===== config.mk =====
export PLATFORM = sky130hd
export DESIGN_NAME = bram_stream_reader
export DESIGN_NICKNAME = d
export VERILOG_FILES = /design/src/rtl/bram_stream_reader_pkg.sv /design/src/rtl/bram_stream_reader_fifo.sv /design/src/rtl/bram_stream_reader.sv
export SDC_FILE = /design/constraint.sdc
export NUM_CORES = 1
export LEC_CHECK = 0
export ABC_AREA = 1
export CAP_MARGIN = 10
export CORE_UTILIZATION = 59
export CTS_CLUSTER_SIZE = 12
export DETAILED_ROUTE_END_ITERATION = 6
export PLACE_DENSITY_LB_ADDON = 0.05
export SLEW_MARGIN = 25
export SYNTH_ARGS = -nofsm -noshare
export SYNTH_HDL_FRONTEND = slang
export SYNTH_SLANG_ARGS = --single-unit

===== constraint.sdc =====
create_clock -name clk -period 38.7 [get_ports clk]
set_clock_uncertainty 0.1 [all_clocks]
set_input_delay 9.675 -clock clk [delete_from_list [all_inputs] [get_ports clk]]
set_output_delay 9.675 -clock clk [all_outputs]
set_load 0.02 [all_outputs]

===== src/rtl/bram_stream_reader_pkg.sv =====
// Shared definitions for the BRAM read-side streaming controller.
//   BRAM_ADDR_W / BRAM_DATA_W : geometry of the 256 x 128 activation/weight BRAM
//   state_e                   : controller states
package bram_stream_reader_pkg;

  localparam int unsigned BRAM_ADDR_W = 8;
  localparam int unsigned BRAM_DATA_W = 128;

  typedef enum logic [1:0] {
    IDLE  = 2'd0,
    ISSUE = 2'd1,
    DRAIN = 2'd2
  } state_e;

endpackage


===== src/rtl/bram_stream_reader_fifo.sv =====
// stream_fifo: small synchronous FIFO with occupancy count.
//   clk, reset        : clock, asynchronous active-high reset
//   push, push_data   : write strobe and entry
//   pop, pop_data     : read strobe and head entry (valid while !empty)
//   count, empty      : occupancy
// Pushing while full and popping while empty are ignored; the head entry is
// held stable until it is popped.
module stream_fifo #(
  parameter  int unsigned WIDTH = 129,
  parameter  int unsigned DEPTH = 4,
  localparam int unsigned CNT_W = $clog2(DEPTH + 1),
  localparam int unsigned PTR_W = (DEPTH > 1) ? $clog2(DEPTH) : 1
) (
  input  logic             clk,
  input  logic             reset,
  input  logic             push,
  input  logic [WIDTH-1:0] push_data,
  input  logic             pop,
  output logic [WIDTH-1:0] pop_data,
  output logic [CNT_W-1:0] count,
  output logic             empty
);

  logic [WIDTH-1:0] mem_q [DEPTH];
  logic [WIDTH-1:0] mem_d [DEPTH];
  logic [PTR_W-1:0] wr_ptr_q, wr_ptr_d;
  logic [PTR_W-1:0] rd_ptr_q, rd_ptr_d;
  logic [CNT_W-1:0] count_q, count_d;
  logic             do_push;
  logic             do_pop;

  function automatic logic [PTR_W-1:0] ptr_inc(input logic [PTR_W-1:0] p);
    if (32'(p) == DEPTH - 1) begin
      return '0;
    end
    return p + 1'b1;
  endfunction

  always_comb begin
    mem_d    = mem_q;
    wr_ptr_d = wr_ptr_q;
    rd_ptr_d = rd_ptr_q;
    count_d  = count_q;
    do_push  = push && (32'(count_q) < DEPTH);
    do_pop   = pop && (count_q != '0);

    if (do_push) begin
      mem_d[wr_ptr_q] = push_data;
      wr_ptr_d        = ptr_inc(wr_ptr_q);
    end
    if (do_pop) begin
      rd_ptr_d = ptr_inc(rd_ptr_q);
    end

    case ({do_push, do_pop})
      2'b10:   count_d = count_q + 1'b1;
      2'b01:   count_d = count_q - 1'b1;
      default: count_d = count_q;
    endcase
  end

  always_ff @(posedge clk or posedge reset) begin
    if (reset) begin
      for (int unsigned i = 0; i < DEPTH; i++) begin
        mem_q[i] <= '0;
      end
      wr_ptr_q <= '0;
      rd_ptr_q <= '0;
      count_q  <= '0;
    end else begin
      mem_q    <= mem_d;
      wr_ptr_q <= wr_ptr_d;
      rd_ptr_q <= rd_ptr_d;
      count_q  <= count_d;
    end
  end

  assign pop_data = mem_q[rd_ptr_q];
  assign count    = count_q;
  assign empty    = (count_q == '0);

endmodule


===== src/rtl/bram_stream_reader.sv =====
// bram_stream_reader: reads a burst of words from one BRAM port and presents
// them as a valid/ready stream with a last-beat flag.
//   clk, reset                      : clock, asynchronous active-high reset
//   cmd_valid/cmd_ready             : command handshake
//   cmd_addr, cmd_size              : first address, beat count minus one
//   bram_en/bram_we/bram_addr       : BRAM port (read-only, we tied low)
//   bram_dout                       : BRAM registered read data
//   out_valid/out_ready             : output stream handshake
//   out_data, out_last              : beat payload, final-beat flag
//   busy                            : command in progress
module bram_stream_reader
  import bram_stream_reader_pkg::*;
#(
  parameter int unsigned ADDR_W     = BRAM_ADDR_W,
  parameter int unsigned DATA_W     = BRAM_DATA_W,
  parameter int unsigned FIFO_DEPTH = 4
) (
  input  logic              clk,
  input  logic              reset,
  input  logic              cmd_valid,
  output logic              cmd_ready,
  input  logic [ADDR_W-1:0] cmd_addr,
  input  logic [ADDR_W-1:0] cmd_size,
  output logic              bram_en,
  output logic              bram_we,
  output logic [ADDR_W-1:0] bram_addr,
  input  logic [DATA_W-1:0] bram_dout,
  output logic              out_valid,
  input  logic              out_ready,
  output logic [DATA_W-1:0] out_data,
  output logic              out_last,
  output logic              busy
);

  localparam int unsigned CNT_W = $clog2(FIFO_DEPTH + 1);

  state_e            state_q, state_d;
  logic [ADDR_W-1:0] addr_q, addr_d;
  logic [ADDR_W-1:0] size_q, size_d;
  logic [ADDR_W-1:0] cnt_q, cnt_d;
  logic              rd_vld_q, rd_vld_d;
  logic              rd_last_q, rd_last_d;

  logic              issue;
  logic              can_issue;
  logic              last_issue;
  logic              pop;
  logic              fifo_empty;
  logic [CNT_W-1:0]  fifo_count;
  logic [DATA_W:0]   fifo_rdata;

  // Read pipeline: the issue cycle presents the address (stage 1); rd_vld_q
  // marks the following cycle, in which bram_dout holds that word (stage 2)
  // and is pushed at the next edge. rd_vld_q is therefore the in-flight read
  // count that the credit check has to reserve FIFO space for.
  assign can_issue  = (32'(fifo_count) + 32'(rd_vld_q)) < FIFO_DEPTH;
  assign last_issue = (cnt_q == size_q);
  assign pop        = out_valid && out_ready;

  always_comb begin
    state_d   = state_q;
    addr_d    = addr_q;
    size_d    = size_q;
    cnt_d     = cnt_q;
    issue     = 1'b0;
    cmd_ready = 1'b0;

    case (state_q)
      IDLE: begin
        cmd_ready = 1'b1;
        if (cmd_valid) begin
          addr_d  = cmd_addr;
          size_d  = cmd_size;
          cnt_d   = '0;
          state_d = ISSUE;
        end
      end
      ISSUE: begin
        if (can_issue) begin
          issue = 1'b1;
          if (last_issue) begin
            state_d = DRAIN;
          end else begin
            cnt_d = cnt_q + 1'b1;
          end
        end
      end
      DRAIN: begin
        if (pop && out_last) begin
          state_d = IDLE;
        end
      end
      default: state_d = IDLE;
    endcase
  end

  always_comb begin
    rd_vld_d  = issue;
    rd_last_d = issue && last_issue;
  end

  always_ff @(posedge clk or posedge reset) begin
    if (reset) begin
      state_q   <= IDLE;
      addr_q    <= '0;
      size_q    <= '0;
      cnt_q     <= '0;
      rd_vld_q  <= 1'b0;
      rd_last_q <= 1'b0;
    end else begin
      state_q   <= state_d;
      addr_q    <= addr_d;
      size_q    <= size_d;
      cnt_q     <= cnt_d;
      rd_vld_q  <= rd_vld_d;
      rd_last_q <= rd_last_d;
    end
  end

  assign bram_en   = issue;
  assign bram_we   = 1'b0;
  assign bram_addr = issue ? (addr_q + cnt_q) : '0;
  assign busy      = (state_q != IDLE);

  stream_fifo #(
    .WIDTH (DATA_W + 1),
    .DEPTH (FIFO_DEPTH)
  ) u_fifo (
    .clk       (clk),
    .reset     (reset),
    .push      (rd_vld_q),
    .push_data ({rd_last_q, bram_dout}),
    .pop       (pop),
    .pop_data  (fifo_rdata),
    .count     (fifo_count),
    .empty     (fifo_empty)
  );

  assign out_valid = !fifo_empty;
  assign out_data  = fifo_rdata[DATA_W-1:0];
  assign out_last  = fifo_rdata[DATA_W];

endmodule


# Word level (Yosys, flattened, before mapping)
# Index checks and enable logic that the tools add are counted.
[totals]
reg_bits = 551
in_bits = 148
elab_cells = 83
ram_bits = 0
memories = 0
output_inout_bits = 142
latch_bits = 0
rom_bits = 0
[classes]
magnitude_cmp = 5
n_eq_ne = 12
reduce_logical = 16
bitwise_logic = 2
multipliers = 0
shift = 0
div_mod_pow = 0
muxes = 28
n_addsub = 7
[ops]
columns = ["cell", "n"]
rows = [
  ["$bwmux W516", 1],
  ["$mux W129", 3],
  ["$bmux W129 S2", 1],
  ["$demux W129 S2", 1],
  ["$mux W8", 4],
  ["$mux W2", 8],
  ["$pmux W8 S2", 1],
  ["$ne A2 B2 Y1 const B", 5],
  ["$add A8 B1 Y8 const B", 1],
  ["$add A8 B8 Y8", 1],
  ["$eq A2 B2 Y1 const B", 4],
  ["$eq A8 B8 Y1", 1],
  ["$reduce_and A4 Y1", 2],
  ["$mux W1", 7],
  ["$ge A3 B3 Y1 const B", 2],
  ["$logic_and A1 B1 Y1", 6],
  ["$not A2 Y3", 2],
  ["$pmux W2 S3", 1],
  ["$pmux W3 S2", 1],
  ["$reduce_bool A2 Y1", 3],
  ["$add A2 B1 Y2 const B", 2],
  ["$add A3 B1 Y4", 1],
  ["$eq A2 B1 Y1 const B", 2],
  ["$lt A4 B3 Y1 const B", 1],
  ["9 further kinds", 9],
]

# Logic depth before layout (Yosys ltp)
# Gate-level depths: netlist of the first run.
[depth]
word_depth = 7
ltp_mapped = 10
ltp_nobuf = 10

# Cells and area by module
# Synthesis of the first run repeated with hierarchy kept, for this count alone.
[hier_totals]
hier_cells = 3056
hier_area_um2 = 26578.0
[by_module_without_submodules]
columns = ["mod", "cells_per_inst", "instances", "seq_area_each_um2", "area_each_um2"]
rows = [
  ["stream_fifo", 2835, 1, 13087.6, 24755.0],
  ["bram_stream_reader", 221, 1, 700.7, 1823.0],
]

# Least setup slack after synthesis of the first run
# No wires, ideal clock.
[synth_path]
path_type = "register -> output"
start = "reg cnt_q[0]"
end = "out bram_addr[4]"
arrival_time_ns = 1.565
slack_ns = 27.360
path_stages_with_launch = 6
required_ns = 28.925
path_cell_list = "dfrtp_1 > ha_1 > fa_1 > nand3_1 > nand2_1 > a21oi_1"
[synth_between]
elab_chain_cells = 2
[synth_rtl]
columns = ["item", "line_no", "rtl"]
rows = [
  ["start, declared", "bram_stream_reader.sv:40", "logic [ADDR_W-1:0] cnt_q, cnt_d;"],
  ["start signal, assigned", "bram_stream_reader.sv:114", "cnt_q <= cnt_d;"],
  ["$add A8 B8 Y8", "bram_stream_reader.sv:122", "assign bram_addr = issue ? (addr_q + cnt_q) : '0;"],
  ["$mux W8", "bram_stream_reader.sv:122", ""],
  ["end, declared", "bram_stream_reader.sv:26", "output logic [ADDR_W-1:0] bram_addr,"],
]
# Every way passes these cells.

# Worst setup path after layout of the first run
[layout_path]
start = "reg u_fifo.rd_ptr_q[0]"
end = "out out_data[104]"
[layout_between]
elab_chain_cells = 4
[layout_rtl]
columns = ["item", "line_no", "rtl"]
rows = [
  ["start, declared", "bram_stream_reader_fifo.sv:27", "logic [PTR_W-1:0] rd_ptr_q, rd_ptr_d;"],
  ["start signal, assigned", "bram_stream_reader_fifo.sv:73", "rd_ptr_q <= rd_ptr_d;"],
  ["$not A2 Y3 (not written as such)", "bram_stream_reader_fifo.sv:78", "assign pop_data = mem_q[rd_ptr_q];"],
  ["$bmux W129 S2", "bram_stream_reader_fifo.sv:78", ""],
  ["$mux W129 (not written as such) (2 in a row)", "bram_stream_reader_fifo.sv:78", ""],
  ["end, declared", "bram_stream_reader.sv:30", "output logic [DATA_W-1:0] out_data,"],
]
# Every way passes these cells. The select of a mux whose other input is x is not followed.

==> run_results.csv, run 1 <==
group,metric,value,unit
finish,area_growth,18.8,%
pwr,power_density,96.5,nW/um^2
run,cap_violations,0,
worst_setup_path,start_kind,"flip-flop",
place,numPortBuffers,288,
logic_synthesis,synth.net_count,2949,
routing,drcViolationCount,0,
worst_setup_path,cp.required,28.93,ns
routing,totalWireLength,61600,um
logic_synthesis,synth.top_cell.area_share,0.567,
timing,holdWs,0.377,ns
clocking,clock_path_buffers,3,
global_route,gr-total-overflow,0,
logic_synthesis,synth_seq_cells,551,
floorplanning,io_pins,290,
worst_setup_path,crit_chain,"buf_16, inv_6, buf_4, nor2_1, o22ai_1, clkdlybuf4s50_1",
clocking,cts_buffers,57,
floorplanning,fp.dieArea,42000,sq um
timing,worst_slew_pin_slew,1.03,ns
timing,final.setup.tns,0,ns
clocking,cts_hold_buffers,0,
timing,final_max_slew_viol_count,0,
floorplanning,die_height,205,um
worst_setup_path,crit_path_max_fanout,110,
logic_synthesis,syn_avg_cell_area,8.73,sq um
routing,ant_nets,0,
finish,nNetsFinal,3114,
floorplanning,core,40200,sq um
worst_setup_path,crit_slowest_cell,"buf_4",
clocking,cts_tree,"done",
finish,fillers,3146,
timing,finalSetupViolations,0,
clocking,insertion_delay,0.60,ns
place,postPlaceCellArea,27000,sq um
global_route,grt_max_degree,190,
place,placed_cells,3412,
timing,max_slew_margin,0.310,
global_route,grt_pass1_vias,19700,
logic_synthesis,synth_top_area_cell,"dfrtp_1",
worst_setup_path,end_kind,"output port",
clocking,clkSinkCount,551,
place,place_congestion,0.796,
worst_setup_path,path_buf_inv,4,
global_route,grt_pass1_wl,100000,um
finish,finalInstanceArea,28900,sq um
pwr,ir_drop,0.0000595,V
timing,rsz0062_at_grt,"no",
worst_setup_path,worstPathArrival,4.13,ns
worst_setup_path,critical_path.max_stage_delay,0.76,ns
routing,vias,20100,
pwr,leakage,13.6,nW
global_route,antenna_found_initial,5,
status,outcome,"completed",
routing,dr.pass1.iters,5,
finish,fin_cells,3518,
worst_setup_path,critical_path_class,"flip-flop to output port",
routing,drtIter0Drc,1873,
timing,fmax,0.0719,GHz
global_route,gr-usage-all-layers,0.296,
floorplanning,start_util,0.605,
timing,hold_viol_final,0,
hold_path,hold_path.class,"flip-flop to flip-flop",
logic_synthesis,yosysWarnings,0,
logic_synthesis,syn_area,24300,sq um
clocking,post_cts_resized,0,
timing,fin_crit,13.90,ns
floorplanning,die_x,205,um
finish,drive_above_1_share,0.0455,
floorplanning,rows,73,
logic_synthesis,syn_inst,2785,
place,hpwl,35200,um
logic_synthesis,yosys.cell_types.count,34,
clocking,cts.clk_slew.worst_paths,0.06,ns
clocking,post-cts-setup-buffers,0,
worst_setup_path,cpLargestDelayFamily,"buffers and inverters",
clocking,root_buffer,"clkbuf_16",
clocking,htreeDepth,2,
timing,finalCritPeriodShare,0.359,
routing,wire_per_inst,17.5,um
logic_synthesis,seq_area_frac_synth,0.567,
logic_synthesis,ys_top_cells_by_area,"dfrtp_1, o21ai_0, nand2_1, nor2_1, o22ai_1",
routing,vias_per_cell,5.73,
[Yosys cell counts, drive strengths merged]
cell type,count
o21a,1
buf,109
nand3,17
nor3b,2
clkbuf,92
clkinv,1
nand2,593
conb,1
nand4,4
xor2,1
dfrtp,551
inv,161
nor2,285
ha,14
xnor2,8
mux2,11
a21oi,17
o22ai,129
fa,2
and2,1
o21ai,785
[state kept, by name, summed over array words and instances (netlist names)]
| name | cells |
|---|---|
| u_fifo.wr_ptr_q | 2 |
| cnt_q | 8 |
| state_q | 2 |
| rd_vld_q | 1 |
| u_fifo.mem_q | 516 |
| addr_q | 8 |
| rd_last_q | 1 |
| size_q | 8 |
| u_fifo.rd_ptr_q | 2 |
| u_fifo.count | 3 |
[worst paths after layout]
kind / startpoint / endpoint / slack [ns] / cells after the start
worst max-delay path: u_fifo.rd_ptr_q[0]$_DFFE_PP0P_ / out_data[104] / 24.80 / 6
worst min-delay path: u_fifo.mem_q[160]$_DFFE_PP0P_ / u_fifo.mem_q[160]$_DFFE_PP0P_ / 0.38 / 2
worst max register to register: rd_vld_q$_DFF_PP0_ / u_fifo.mem_q[323]$_DFFE_PP0P_ / 35.75 / 6
worst min register to register: u_fifo.mem_q[160]$_DFFE_PP0P_ / u_fifo.mem_q[160]$_DFFE_PP0P_ / 0.38 / 2
max in group asynchronous: reset / u_fifo.mem_q[439]$_DFFE_PP0P_ / 26.69 / 5
min in group asynchronous: reset / u_fifo.mem_q[467]$_DFFE_PP0P_ / 9.53 / 2
[power by group]
group          internal (mW)  switching (mW)
Sequential             0.864           0.172
Combinational          0.504           0.721
Clock                  0.306           0.219
[cell usage in the layout, fill, tap and decap left out, drive strengths merged]
master	instances
o21ai	785
xor2	1
mux2	11
clkbuf	86
clkinv	11
fa	2
nand2	593
clkinvlp	1
buf	19
ha	14
nand4	4
o21a	1
a21oi	17
nor3b	2
dfrtp	551
conb	1
xnor2	8
o22ai	129
inv	161
nand3	17
bufinv	1
nor2	285
and2	1
clkdlybuf4s50	288
diode	4
[cells by family after synthesis]
group	share of synthesized area
other	0.000154
adder cells (fa/ha/maj)	0.00886
AO/OA/AOI/OAI	0.199
AND/OR/NAND/NOR	0.145
multiplexers	0.00649
flip-flops	0.567
XOR/XNOR	0.00324
buffers and inverters	0.0699
[final cells by class]
| cell class | count | area (sq um) | area share |
|---|---|---|---|
| timing repair buffer | 307 | 3150 | 0.109 |
| clock buffer | 86 | 1700 | 0.0588 |
| inverter | 162 | 627 | 0.0217 |
| clock inverter | 12 | 91.3 | 0.00316 |
| sequential | 551 | 13800 | 0.478 |
| antenna | 4 | 10.0 | 0.000347 |
| multi-input combinational | 1871 | 8850 | 0.306 |
| tap | 525 | 657 | 0.0227 |
[stage by stage]
stage          total power, mW  setup slack (ns)   util
5_1_grt                   2.98             24.60  0.718
3_5_place_dp              2.25             25.45  0.671
4_1_cts                   2.79             24.78  0.715
3_3_place_gp              2.21             25.43  0.670
2_1_floorplan             1.78             13.52      -
6_report                  2.79             24.80  0.718
[tightest hold or removal path, cell delays in order (launching register included)]
cell and delay [ns]:
dfrtp_1 0.34, nand2_1 0.05, o21ai_0 0.05
[metal layers]
layer / GRT usage / up-vias / routed length [um]
li1: - / 9562 / -
met1: 0.406 / 9819 / 26500
met2: 0.477 / 664 / 29200
met3: 0.0527 / 97 / 4290
met4: 0.0979 / 4 / 1550
met5: 0 / - / 27
(Power assumes the default switching activity.)
==> run 2: changes to the inputs <==
Settings changed: CORE_UTILIZATION 59 to 51.
Clock period 38.7 ns to 12.1 ns, I/O delays scaled along.
==> run_results.csv, run 2 (synthesis gave the netlist of run 1 again) <==
group,metric,value,unit
worst_setup_path,crit_slowest_cell,"dfrtp_4",
status,outcome,"finished with violations",
clocking,cts.clk_slew.worst_paths,0.06,ns
finish,largest_reg_flops,516,
clocking,cts_hold_buffers,0,
hold_path,worstHoldPathCells,2,
place,place_congestion,0.817,
global_route,grt_pass1_vias,19200,
pwr,leakage,13.6,nW
pwr,p_sw_frac,0.397,
clocking,clkSinkCount,551,
global_route,grt_max_degree,177,
floorplanning,rows,79,
timing,final_max_slew_viol_count,0,
routing,totalWireLength,62000,um
routing,ant_nets,0,
hold_path,hold_path.class,"flip-flop to flip-flop",
worst_setup_path,end_kind,"output port",
floorplanning,die_height,220,um
floorplanning,fp.dieArea,48500,sq um
finish,fin_cells,3603,
floorplanning,die_x,220,um
pwr,power_density,307,nW/um^2
worst_setup_path,r2r-start,"u_fifo.wr_ptr_q[0]$_DFFE_PP0P_",
worst_setup_path,crit_start,"u_fifo.rd_ptr_q[0]$_DFFE_PP0P_",
routing,dr.pass1.iters,7,
finish,nNetsFinal,3113,
worst_setup_path,critical_path_class,"flip-flop to output port",
pwr,report.power.total,8.91,mW
pwr,pwr-share-comb,0.434,
pwr,switchingPower,3.54,mW
floorplanning,core,46800,sq um
pwr,clkPwrFrac,0.195,
place,hpwl,34900,um
finish,layout_common_cells,"o21ai_0, nand2_1, dfrtp_1",
worst_setup_path,worst-r2r-setup-slack,9.24,ns
global_route,grt_pass1_wl,100000,um
clocking,cts_tree,"done",
pwr,seq_power_share,0.371,
timing,rsz0062_at_grt,"no",
finish,max_flop_register,"u_fifo.mem_q",
finish,area_growth,19.4,%
clocking,cts_buffers,58,
timing,fin_crit,7.10,ns
worst_setup_path,cp.required,8.97,ns
timing,hold_viol_final,0,
pwr,internal_power,5.38,mW
worst_setup_path,cp-endpoint,"out_data[19]",
clocking,clock_path_buffers,3,
run,cap_violations,0,
finish,final_common_cell,"o21ai_0",
timing,finalSetupViolations,0,
global_route,antenna_found_initial,3,
worst_setup_path,start_kind,"flip-flop",
finish,drive_above_1_share,0.0458,
timing,worst_slew_pin_slew,1.01,ns
floorplanning,io_pins,290,
routing,vias_per_cell,5.49,
floorplanning,start_util,0.520,
timing,final.setup.tns,0,ns
status,violations,"design-rule violations",
pwr,ir_drop,0.000255,V
routing,drcViolationCount,28,
routing,vias,19800,
clocking,htreeDepth,2,
timing,max_slew_margin,0.326,
clocking,insertion_delay,0.60,ns
place,placed_cells,3493,
worst_setup_path,crit_path_max_fanout,111,
clocking,post-cts-setup-buffers,0,
timing,finalCritPeriodShare,0.586,
worst_setup_path,crit_chain,"inv_6, buf_4, o21ai_0, o22ai_1, clkdlybuf4s50_1",
place,numPortBuffers,288,
worst_setup_path,r2r_cells,5,
timing,fmax,0.141,GHz
routing,drtIter0Drc,1723,
routing,wire_per_inst,17.2,um
clocking,root_buffer,"clkbuf_16",
worst_setup_path,worstPathArrival,3.97,ns
worst_setup_path,r2r-end,"u_fifo.mem_q[156]$_DFFE_PP0P_",
worst_setup_path,critical_path.max_stage_delay,0.78,ns
clocking,post_cts_resized,0,
global_route,gr-usage-all-layers,0.259,
global_route,gr-total-overflow,0,
-- run 2: cell types whose count changed in the layout (fill, tap and decap cells not counted), sizes merged --
| cell | previous run | this run |
|---|---|---|
| diode | 4 | 3 |
| buf | 19 | 17 |
| inv | 161 | 160 |
| clkinvlp | 1 | 2 |
| clkbuf | 86 | 93 |
| clkinv | 11 | 10 |
-- run 2: layout make-up --
type | instances | area, sq um
fillers | 4049 | 17700
flip-flops and latches | 551 | 13800
multi-input cells | 1871 | 8850
repair buffers | 305 | 3110
clock buffers | 93 | 1790
well taps | 607 | 759
inverters | 162 | 629
clock inverters | 11 | 86.3
diodes | 3 | 7.51
-- run 2: stage by stage --
step | hold slack (ns) | setup slack [ns] | area, sq um | util
after global routing | 0.392 | 4.70 | 29000 | 0.621
after floorplan | 0.348 | 1.48 | 24300 | -
after global placement | 0.360 | 5.59 | 27000 | 0.578
after detailed placement | 0.367 | 5.55 | 27000 | 0.578
after CTS | 0.382 | 4.88 | 28900 | 0.619
final | 0.378 | 5.00 | 29000 | 0.621
-- run 2: how the worst min path moves through the flow --
stage / from / endpoint
6_report: u_fifo.mem_q[218]$_DFFE_PP0P_ / u_fifo.mem_q[218]$_DFFE_PP0P_
3_5_place_dp: u_fifo.mem_q[355]$_DFFE_PP0P_ / u_fifo.mem_q[355]$_DFFE_PP0P_
3_3_place_gp: u_fifo.mem_q[299]$_DFFE_PP0P_ / u_fifo.mem_q[299]$_DFFE_PP0P_
2_1_floorplan: u_fifo.mem_q[257]$_DFFE_PP0P_ / u_fifo.mem_q[257]$_DFFE_PP0P_
5_1_grt: u_fifo.mem_q[355]$_DFFE_PP0P_ / u_fifo.mem_q[355]$_DFFE_PP0P_
4_1_cts: u_fifo.mem_q[355]$_DFFE_PP0P_ / u_fifo.mem_q[355]$_DFFE_PP0P_
-- run 2: critical path: cells and delay by family (launching register included) --
| family | cells | cell delay (ns) |
|---|---|---|
| buffers and inverters | 3 | 2.12 |
| flip-flops | 1 | 0.78 |
| AO/OA/AOI/OAI | 2 | 0.45 |
-- run 2: power groups by stage --
stage	Sequential, mW	Combinational [mW]	Clock [mW]
floorplan	3.14	2.57	0
global route	3.42	4.30	1.86
global placement	3.29	3.80	0
CTS	3.29	3.89	1.78
finish	3.30	3.87	1.74
detailed placement	3.31	3.88	0
-- run 2: routing by layer --
metal	part of all wire	track usage
met3	0.066	0.0441
met2	0.46	0.415
met5	0.00048	0
met4	0.023	0.0834
met1	0.45	0.358
